`config.mk`:
```
export PLATFORM = sky130hd
export DESIGN_NAME = reg_pipe
export DESIGN_NICKNAME = d
export VERILOG_FILES = /design/src/rtl/reg_pipe.sv
export SDC_FILE = /design/constraint.sdc
export NUM_CORES = 1
export LEC_CHECK = 0
export ABC_AREA = 0
export CORE_ASPECT_RATIO = 0.7
export CORE_MARGIN = 8
export CORE_UTILIZATION = 40
export CTS_CLUSTER_SIZE = 14
export DETAILED_ROUTE_END_ITERATION = 12
export PLACE_DENSITY = 0.7
export SKIP_CTS_REPAIR_TIMING = 1
export SLEW_MARGIN = 20
export SYNTH_ARGS = -nofsm -noshare
export SYNTH_HDL_FRONTEND = slang
export SYNTH_SLANG_ARGS = --single-unit
```
`constraint.sdc`:
```
create_clock -name clk -period 1.8 [get_ports clk]
set_input_delay 0.36 -clock clk [delete_from_list [all_inputs] [get_ports clk]]
set_output_delay 0.36 -clock clk [all_outputs]
set_load 0.005 [all_outputs]
```
`src/rtl/reg_pipe.sv`:
```
// Elastic pipeline register: DEPTH signed stages with valid/ready flow control,
// bubble collapsing, synchronous flush and asynchronous active-low reset.
module reg_pipe #(
  parameter  int WL    = 32,
  parameter  int DEPTH = 2,
  localparam int CW    = $clog2(DEPTH + 1)
) (
  input  logic                 clk,
  input  logic                 rst,
  input  logic                 flush,
  input  logic                 in_valid,
  output logic                 in_ready,
  input  logic signed [WL-1:0] in,
  output logic                 out_valid,
  input  logic                 out_ready,
  output logic signed [WL-1:0] out,
  output logic [CW-1:0]        count
);

  logic [DEPTH-1:0]     vld_p;
  logic signed [WL-1:0] dat_p [DEPTH];
  logic [DEPTH-1:0]     rdy;
  logic [DEPTH-1:0]     src_v;
  logic signed [WL-1:0] src_d [DEPTH];

  function automatic logic [CW-1:0] popcount(input logic [DEPTH-1:0] v);
    logic [CW-1:0] n;
    n = '0;
    for (int i = 0; i < DEPTH; i++) n = n + CW'(v[i]);
    return n;
  endfunction

  // Stage i may load unless it and every stage after it is full and the
  // sink is stalled; written flat so no combinational ripple loop is built.
  function automatic logic stage_rdy(input logic [DEPTH-1:0] v, input logic ordy,
                                     input int i);
    logic [DEPTH-1:0] ones;
    ones = {DEPTH{1'b1}} >> i;
    return ordy | ((v >> i) != ones);
  endfunction

  always_comb begin
    src_v[0] = in_valid;
    src_d[0] = in;
    for (int i = 1; i < DEPTH; i++) begin
      src_v[i] = vld_p[i-1];
      src_d[i] = dat_p[i-1];
    end
    for (int i = 0; i < DEPTH; i++) rdy[i] = stage_rdy(vld_p, out_ready, i);
  end

  // Stage registers: flush kills every valid bit but leaves data untouched
  always_ff @(posedge clk or negedge rst) begin
    if (!rst) begin
      vld_p <= '0;
      for (int i = 0; i < DEPTH; i++) dat_p[i] <= '0;
    end else if (flush) begin
      vld_p <= '0;
    end else begin
      for (int i = 0; i < DEPTH; i++) begin
        if (rdy[i]) begin
          vld_p[i] <= src_v[i];
          if (src_v[i]) dat_p[i] <= src_d[i];
        end
      end
    end
  end

  assign in_ready  = rdy[0] & ~flush & rst;
  assign out_valid = vld_p[DEPTH-1];
  assign out       = dat_p[DEPTH-1];
  assign count     = popcount(vld_p);

endmodule

```
Yosys cells after proc, flatten, opt, wreduce, memory -nomap -nowiden
Cells that the tools add are included.
{"block": "op_classes", "add_sub_neg": 1, "n_eq_ne": 1, "muxes": 3, "bitwise": 6, "reduce_logical": 4}
{"op": "AND reduction 3 bit", "count": 2}
{"op": "nonzero test 2 bit", "count": 2}
{"op": "adder 1 x 1 -> 2 bit", "count": 1}
{"op": "AND 1 bit", "count": 2}
{"op": "two-way mux 1 bit", "count": 2}
{"op": "two-way mux 2 bit", "count": 1}
{"op": "!= test 2 bit, second input constant", "count": 1}
{"op": "NOT 1 bit", "count": 2}
{"op": "bitwise OR 1 bit", "count": 2}
{"block": "totals", "reg_bits": 66, "inputBits": 37, "output_inout_bits": 36, "elab_cells": 19}

Longest topological paths before layout
Gate-level depths: netlist of run 1.
{"block": "logic_depth", "word_depth": 4, "ltp_mapped": 5, "ltp_nobuf": 4}

Worst setup path after synthesis of run 1
No wires, ideal clock.
{"block": "synth_path", "kind": "register to register", "from": "register vld_p[1]", "to": "register dat_p[44] in the netlist's numbering", "setup_time_ns": 0.125, "arrival_time_ns": 1.580, "required_time_ns": 1.675, "path_slack_ns": 0.095, "path_stages_with_launch": 6, "n_path_buf": 1, "synth_period_minus_slack_ns": 1.705, "cell_sequence": "dfrtp_1 -> ha_1 -> nor2b_2 -> nor3b_4 -> buf_6 -> mux2_4"}
{"block": "synth_between", "elab_chain_len": 3}
{"item": "from (decl)", "line": "20", "rtl": "logic [DEPTH-1:0] vld_p;"}
{"item": "from (signal, indexed assignment)", "line": "62", "rtl": "vld_p[i] <= src_v[i];"}
{"item": "!= test 2 bit", "line": "39", "rtl": "return ordy | ((v >> i) != ones);"}
{"item": "bitwise OR 1 bit", "line": "39"}
{"item": "AND reduction 3 bit (no source line)"}
{"item": "to (signal, indexed assignment)", "line": "63", "rtl": "if (src_v[i]) dat_p[i] <= src_d[i];"}
{"item": "to (decl)", "line": "21", "rtl": "logic signed [WL-1:0] dat_p [DEPTH];"}
Every way passes these cells.
A chain may end at the register's enable or synchronous reset.

Worst setup path after layout of run 1
{"block": "layout_path", "from": "register vld_p[1]", "to": "register dat_p[43] in the netlist's numbering"}
Same word-level chain as after synthesis.

==> metrics.cfg, run 1 <==
[critical_path]
critPathRequiredTime_ns=2.02
slowest_delay_ns=0.39
worstPathMaxFanout=8
endpoint_kind=register
worst-path-buf-inv=2
setup.worst_path.start_class=register
crit_arrival_ns=1.99
critPathKind=reg -> reg
path_cells=ha_2 > nor2b_4 > nor3b_4 > buf_12 > clkbuf_16 > mux2_2
ff2ff_setup_slack_ns=0.03
cp_top_family=simple AND/OR/NAND/NOR gates
slowest_stage=dfrtp_1

[clocking]
tritoncts=built
cts.sinks=66
cts_root_buf=clkbuf_8
cts_made_buffers=9
clockBufferDepth=2
clk_pin_slew_ns=0.07
htree_levels=3
clk_latency_ns=0.33

[global_route]
antenna_found_initial=0
grt_max_degree=67
overflow=0
grt_pass1_vias=1642
grt_pass1_wl_um=8440
grt_use_total=0.113

[timing]
min_period_over_period=0.982
rsz0062_at_grt=true
drv_slew=0
hold_viol=0
period_needed_ns=1.77
setup_viol=0
fin_skew_ns=0.00513
fin_ws_ns=0.0316
relSlewSlack=0.465
fmax_ghz=0.565
worst_pin_slew_ns=0.802

[layout]
layout.nets=273
most-common-layout-cells=clkdlybuf4s50_1 (68), dfrtp_1 (66), mux2_1 (31)
final_cells=334
final_cell_area_mm2=0.00380
antenna_cells=0
area_delta_synth_final_pct=35.2
drive_above_1_share=0.283
final_common_cell=clkdlybuf4s50_1

[detailed_routing]
routed-wl-met2_um=2460
ant_nets=0
wl_met3_um=510
vias=1494
remaining_drc_errors=0
drt_pass1_iterations=2
highest_layer=met4
wl_met1_um=2330
vias_per_cell=4.47
drt-total-wl_um=5340
wl_per_cell_um=16.0
first_iter_violations=38

[floorplanning]
die_y_um=86.1
rows=25
die_w_um=116
coreArea_mm2=0.00679
die_area_mm2=0.0100
io_pins=73
start_util=0.414

[power]
ir_worst_vdd_uv=591
power_density_mw_per_mm2=1200
leakage_uw=0.00164

[synth]
synthTopCellsByArea=dfrtp_1 (59%), mux2_1 (12%), mux2_2 (9.2%), buf_4 (8.5%), mux2_4 (5.3%)
synth-seq-cells=66
seq_area_frac_synth=0.587
yosysWarnings=0
synthCells=178
ys_types=13
yosys.area.top_type=dfrtp_1
netlist_area_mm2=0.00281
avgSynthCellArea_um2=15.8
synth_nets=216
synth_top_cell_area_share=0.587

[place]
place_congestion=0.735
dp_slack_ns=-0.259
dp_cells=315
io_buffers=72
dp_hpwl_um=3670
placed_area_mm2=0.00345

[min_path]
hp-class=in -> async

[run]
drv_cap=0

[run_status]
outcome=finished, final reports clean

[metrics by stage]
stage               power [µW]  hold slack [ns]  utilization  setup TNS (ns)
floorplan                 2610           0.0644            -               0
global placement          2970            0.467        0.509           -6.92
detailed placement        3000            0.473        0.509           -8.62
CTS                       4660            0.268        0.548          -0.585
global route              4840            0.294        0.560          -0.166
finish                    4580            0.225        0.560               0
[kinds of logic (layout without fill, tap and decap cells)]
logic type	after synthesis	count (layout)	synth area share
buf+inv	38	100	0.109
fa+ha+maj	1	1	0.00445
flops	66	66	0.587
mux	65	65	0.273
simple gates	8	8	0.0254
[power by group]
part | total, µW | internal [µW] | leakage [µW] | switching, µW
logic | 982 | 701 | 0.000725 | 281
clock network | 1620 | 1060 | 0.000129 | 557
registers | 1980 | 1810 | 0.000784 | 167
[cell type report]
cell class,instances,area [µm²]
clock buffers,9,124
clock inverters,7,141
fillers,563,2990
multi-input cells,74,865
flip-flops and latches,66,1650
well taps,94,118
repair buffers,84,903
[registers in the layout, indices dropped and copies added (netlist names)]
signal,cells
vld_p,2
dat_p,32
out,32
[path summary, 6_finish.rpt]
path | to | start | cells after the start
max in group asynchronous | out[19] | rst | 2
max reg2reg | dat_p[43] | vld_p[1] | 6
min reg2reg | out[9] | dat_p[41] | 1
min | dat_p[49] | rst | 2
max | dat_p[43] | vld_p[1] | 6
min in group clk | out[9] | dat_p[41] | 1
[routing by layer]
layer / track usage / vias to the layer above
li1: - / 700
met2: 0.174 / 48
met4: 0.0387 / 0
met3: 0.0701 / 7
met5: 0 / -
met1: 0.126 / 739
[synthesized netlist by cell type]
cell type / number
nor3b_4: 2
dfrtp_1: 66
mux2i_1: 1
mux2_2: 23
nor3b_1: 1
nor2b_2: 1
mux2_1: 31
buf_6: 6
mux2_4: 10
nor2b_1: 1
ha_1: 1
buf_4: 32
nor2_1: 3
Power figures use the tool's default switching activity.
==> inputs of run 2 (changes only) <==
--- a/config.mk
+++ b/config.mk
@@ -11,7 +11,7 @@
 export CORE_UTILIZATION = 40
 export CTS_CLUSTER_SIZE = 14
 export DETAILED_ROUTE_END_ITERATION = 12
-export PLACE_DENSITY = 0.7
+export PLACE_DENSITY = 0.79
 export SKIP_CTS_REPAIR_TIMING = 1
 export SLEW_MARGIN = 20
 export SYNTH_ARGS = -nofsm -noshare
==> run 2 against run 1 <==
Non-clock buffer count unchanged; routed wire length up 2.0%; clock power down 37%; sequential cell count unchanged; via count up 1.2%; utilization down 2.0 points.
==> metrics.cfg, run 2 (synthesis gave the netlist of run 1 again) <==
[timing]
drv_slew=0  ; unchanged
fmax_ghz=0.559  ; -1.2%
setup_tns_ns=0  ; unchanged
worst_pin_slew_ns=0.809  ; +0.00725 ns
period_needed_ns=1.79  ; +0.0218 ns
relSlewSlack=0.461  ; -0.00483
rsz0062_at_grt=true
fin_skew_ns=0.0110  ; +0.00591 ns
min_period_over_period=0.995  ; +0.0121
hold_viol=0  ; unchanged
setup_viol=0  ; unchanged
hold_slack_ns=0.258  ; +0.0329 ns

[clocking]
cts_root_buf=clkbuf_8
tritoncts=built
clk_latency_ns=0.33  ; about the same
htree_levels=3  ; unchanged
cts_made_buffers=9  ; unchanged
clockBufferDepth=2  ; unchanged
cts.sinks=66  ; unchanged
clk_pin_slew_ns=0.07  ; about the same

[place]
placed_area_mm2=0.00343  ; -0.80%
place_congestion=0.685  ; -6.7%
dp_cells=313  ; -0.63%
io_buffers=72  ; unchanged
dp_hpwl_um=3680  ; +0.18%

[layout]
final_common_cell=clkdlybuf4s50_1
fin_util=0.541  ; -0.0195
antenna_cells=0  ; unchanged
final_cells=334  ; unchanged
layout.nets=273  ; unchanged
most-common-layout-cells=clkdlybuf4s50_1 (68), dfrtp_1 (66), mux2_1 (31)
drive_above_1_share=0.263  ; -0.0208
area_delta_synth_final_pct=30.5
final_cell_area_mm2=0.00367  ; -3.5%

[critical_path]
slowest_stage=dfrtp_1
crit_path_start=vld_p[1]
critPathRequiredTime_ns=2.01  ; about the same
rr_startpoint=vld_p[1]
slowest_delay_ns=0.39  ; about the same
path_cells=buf_4 > buf_4 > nor2b_1 > nor3b_4 > buf_12 > mux2_1
r2r_cells=6  ; unchanged
crit_arrival_ns=2.00  ; about the same
worstPathMaxFanout=19  ; +11
crit-reg2reg-capture=out[29]
ff2ff_setup_slack_ns=0.01  ; -0.02 ns
endpoint_kind=register
setup.worst_path.start_class=register
cpMostUsedCell=buf_4
critPathKind=reg -> reg

[floorplanning]
coreArea_mm2=0.00679  ; unchanged
io_pins=73  ; unchanged
start_util=0.414  ; unchanged
die_w_um=116  ; unchanged
rows=25  ; unchanged
die_area_mm2=0.0100  ; unchanged
die_y_um=86.1  ; unchanged

[detailed_routing]
wl_per_cell_um=16.3  ; +2.0%
first_iter_violations=18  ; -53%
vias_per_cell=4.53  ; +1.2%
vias=1512  ; +1.2%
remaining_drc_errors=0  ; unchanged
drt_pass1_iterations=3  ; +1
drt-total-wl_um=5450  ; +2.0%
ant_nets=0  ; unchanged

[global_route]
grt_pass1_vias=1697  ; +3.3%
grt_use_total=0.110  ; -0.00395
grt_max_degree=67  ; unchanged
antenna_found_initial=0  ; unchanged
grt_pass1_wl_um=8430  ; about the same
overflow=0  ; unchanged

[min_path]
hp-class=in -> async

[run_status]
outcome=finished, final reports clean

[power]
power_density_mw_per_mm2=1080  ; -10%
leakage_uw=0.00160  ; -2.6%
ir_worst_vdd_uv=489  ; -17%

[run]
drv_cap=0  ; unchanged

[run 2: changes by cell type in the layout (fill, tap and decap cells not counted), moves of 2 or more]
cell | before | now
clkinv_2 | 1 | 3
clkbuf_1 | 0 | 2
buf_4 | 5 | 7
buf_12 | 5 | 3
bufinv_16 | 4 | 0
[run 2: layer usage]
metal / vias to the layer above / track usage / part of all wire
met3: 10 / 0.0519 / 0.074
met4: 0 / 0.0387 / 0.013
li1: 696 / - / -
met2: 47 / 0.177 / 0.47
met1: 759 / 0.124 / 0.44
met5: - / 0 / 0
[run 2: worst max path at each step]
stage | endpoint | depth (start not counted)
CTS | in_ready | 4
floorplan | dat_p[44] | 5
finish | out[29] | 6
detailed placement | in_ready | 4
global route | in_ready | 4
global placement | in_ready | 4
[run 2: report_power, final]
part | internal (µW) | total [µW] | switching (µW)
Sequential | 1810 | 1970 | 158
Combinational | 696 | 981 | 285
Clock | 495 | 1020 | 521
Total | 3000 | 3970 | 963
[run 2: through the flow]
step	setup slack, ns	power [µW]
3_3_place_gp	-0.193	2950
2_1_floorplan	0.0947	2610
6_report	0.00987	3970
4_1_cts	-0.416	4040
5_1_grt	-0.0677	4200
3_5_place_dp	-0.208	2990
[run 2: cell type report]
| type | count | area [µm²] |
|---|---|---|
| Fill cell | 588 | 3120 |
| Sequential cell | 66 | 1650 |
| Timing Repair Buffer | 84 | 886 |
| Multi-Input combinational cell | 74 | 852 |
| Clock buffer | 11 | 131 |
| Tap cell | 94 | 118 |
| Clock inverter | 5 | 31.3 |
[run 2: worst max-delay path, delay by kind of cell (launching register included)]
kind	cells	cell delay, ns
flip-flops	1	0.39
buffers and inverters	3	0.47
multiplexers	1	0.34
AND/OR/NAND/NOR	2	0.47
==> inputs of run 3 (changes only) <==
--- a/config.mk
+++ b/config.mk
@@ -8,10 +8,11 @@
 export ABC_AREA = 0
 export CORE_ASPECT_RATIO = 0.7
 export CORE_MARGIN = 8
-export CORE_UTILIZATION = 40
+export CORE_UTILIZATION = 32
 export CTS_CLUSTER_SIZE = 14
 export DETAILED_ROUTE_END_ITERATION = 12
-export PLACE_DENSITY = 0.79
+export PLACE_DENSITY = 0.68
+export REMOVE_ABC_BUFFERS = 1
 export SKIP_CTS_REPAIR_TIMING = 1
 export SLEW_MARGIN = 20
 export SYNTH_ARGS = -nofsm -noshare
==> run 3 against run 2 <==
Register-to-register slack better by 0.05 ns; die area is 21% higher; via count is 1.3% higher; global-route usage is 1.4 points lower; count of clock-buffer cells in the layout is 2 higher; sequential cell count stayed put; non-clock buffer count is 1 higher; largest power group unchanged.
==> metrics.cfg, run 3 (synthesis gave the netlist of run 1 again) <==
[run_status]
outcome=finished, final reports clean

[clocking]
clk_latency_ns=0.33  ; about the same
clk_pin_slew_ns=0.05  ; -0.02 ns
cts_made_buffers=9  ; unchanged
cts.sinks=66  ; unchanged
tritoncts=built
cts_root_buf=clkbuf_16
htree_levels=3  ; unchanged
clockBufferDepth=2  ; unchanged

[detailed_routing]
remaining_drc_errors=0  ; unchanged
vias=1531  ; +1.3%
first_iter_violations=58  ; +40
ant_nets=0  ; unchanged
drt-total-wl_um=5790  ; +6.2%
vias_per_cell=4.24  ; -6.3%
wl_per_cell_um=16.0  ; -1.8%
drt_pass1_iterations=3  ; unchanged

[power]
leakage_uw=0.00165  ; +3.2%
p_total_uw=4620  ; +16%
ir_worst_vdd_uv=556  ; +14%
power_density_mw_per_mm2=1200  ; +11%

[global_route]
grt_pass1_vias=1631  ; -3.9%
overflow=0  ; unchanged
antenna_found_initial=0  ; unchanged
grt_pass1_wl_um=8690  ; +3.0%
grt_max_degree=67  ; unchanged
grt_use_total=0.0955  ; -0.0140

[critical_path]
setup.worst_path.start_class=register
crit_path_start=vld_p[0]
r2r_cells=6  ; unchanged
endpoint_kind=register
rr_startpoint=vld_p[0]
critPathRequiredTime_ns=2.01  ; about the same
crit_arrival_ns=1.95  ; -0.05 ns
worstPathMaxFanout=8  ; -11
critPathKind=reg -> reg
ff2ff_setup_slack_ns=0.06  ; +0.05 ns
crit-reg2reg-capture=dat_p[63]

[run]
drv_cap=0  ; unchanged

[floorplanning]
coreArea_mm2=0.00848  ; +25%
start_util=0.332  ; -0.0826
die_y_um=94.4  ; +9.6%
die_area_mm2=0.0121  ; +21%
io_pins=73  ; unchanged
die_w_um=128  ; +10%
rows=28  ; +12%

[timing]
setup_tns_ns=0  ; unchanged
rsz0062_at_grt=false
relSlewSlack=0.457  ; -0.00354
setup_viol=0  ; unchanged
hold_slack_ns=0.246  ; -0.0118 ns
period_needed_ns=1.74  ; -0.0528 ns
worst_pin_slew_ns=0.814  ; +0.00531 ns
fin_skew_ns=0.00469  ; -0.00635 ns
drv_slew=0  ; unchanged
min_period_over_period=0.965  ; -0.0293
fmax_ghz=0.576  ; +3.0%
hold_viol=0  ; unchanged

[place]
io_buffers=72  ; unchanged
dp_hpwl_um=3620  ; -1.7%
place_congestion=0.684  ; -0.19%

[layout]
most-common-layout-cells=clkdlybuf4s50_1 (69), dfrtp_1 (66), mux2_1 (31)
layout.nets=274  ; +0.37%
nFillCells=811  ; +38%
area_delta_synth_final_pct=37.0
fin_util=0.454  ; -0.0864
final_common_cell=clkdlybuf4s50_1
drive_above_1_share=0.261  ; -0.00109
antenna_cells=0  ; unchanged

[min_path]
hp-class=in -> async

## run 3: routing by layer
metal  vias to the layer above  global-route usage  wire length, µm
li1                        699                   -                -
met1                       774               0.114             2570
met2                        48               0.128             2520
met3                        10              0.0675              596
met4                         0              0.0414               93
met5                         -                   0                0
## run 3: metrics by stage
step | setup slack, ns | instance area, µm² | std cells
floorplan | -0.553 | 2500 | 140
global placement | -0.181 | 3470 | 341
detailed placement | -0.195 | 3470 | 341
CTS | -0.371 | 3750 | 357
global route | 0.000250 | 3850 | 361
finish | 0.0627 | 3850 | 361
## run 3: cell type report
class / count / area [µm²] / share of cell area
sequential: 66 / 1650 / 0.429
tap: 120 / 150 / 0.0390
timing repair buffer: 85 / 907 / 0.236
clock inverter: 3 / 40.0 / 0.0104
multi-input combinational: 74 / 862 / 0.224
clock buffer: 13 / 240 / 0.0624
## run 3: worst max-delay path, cell delays in order, from the launching register on
cell     delay, ns
dfrtp_1       0.39
ha_1          0.20
nor2b_4       0.15
nor3b_4       0.22
buf_12        0.15
buf_6         0.18
mux2_4        0.31
## run 3: worst max path at each step
stage,endpoint,depth (start not counted)
2_1_floorplan,dat_p[33],4
3_3_place_gp,in_ready,4
3_5_place_dp,in_ready,4
4_1_cts,in_ready,4
5_1_grt,count[1],2
6_report,dat_p[63],6
## run 3: where the power goes
part	total [µW]	internal [µW]	switching, µW
Combinational	993	701	292
Sequential	1980	1820	159
Clock	1650	1070	581
Total	4620	3590	1030
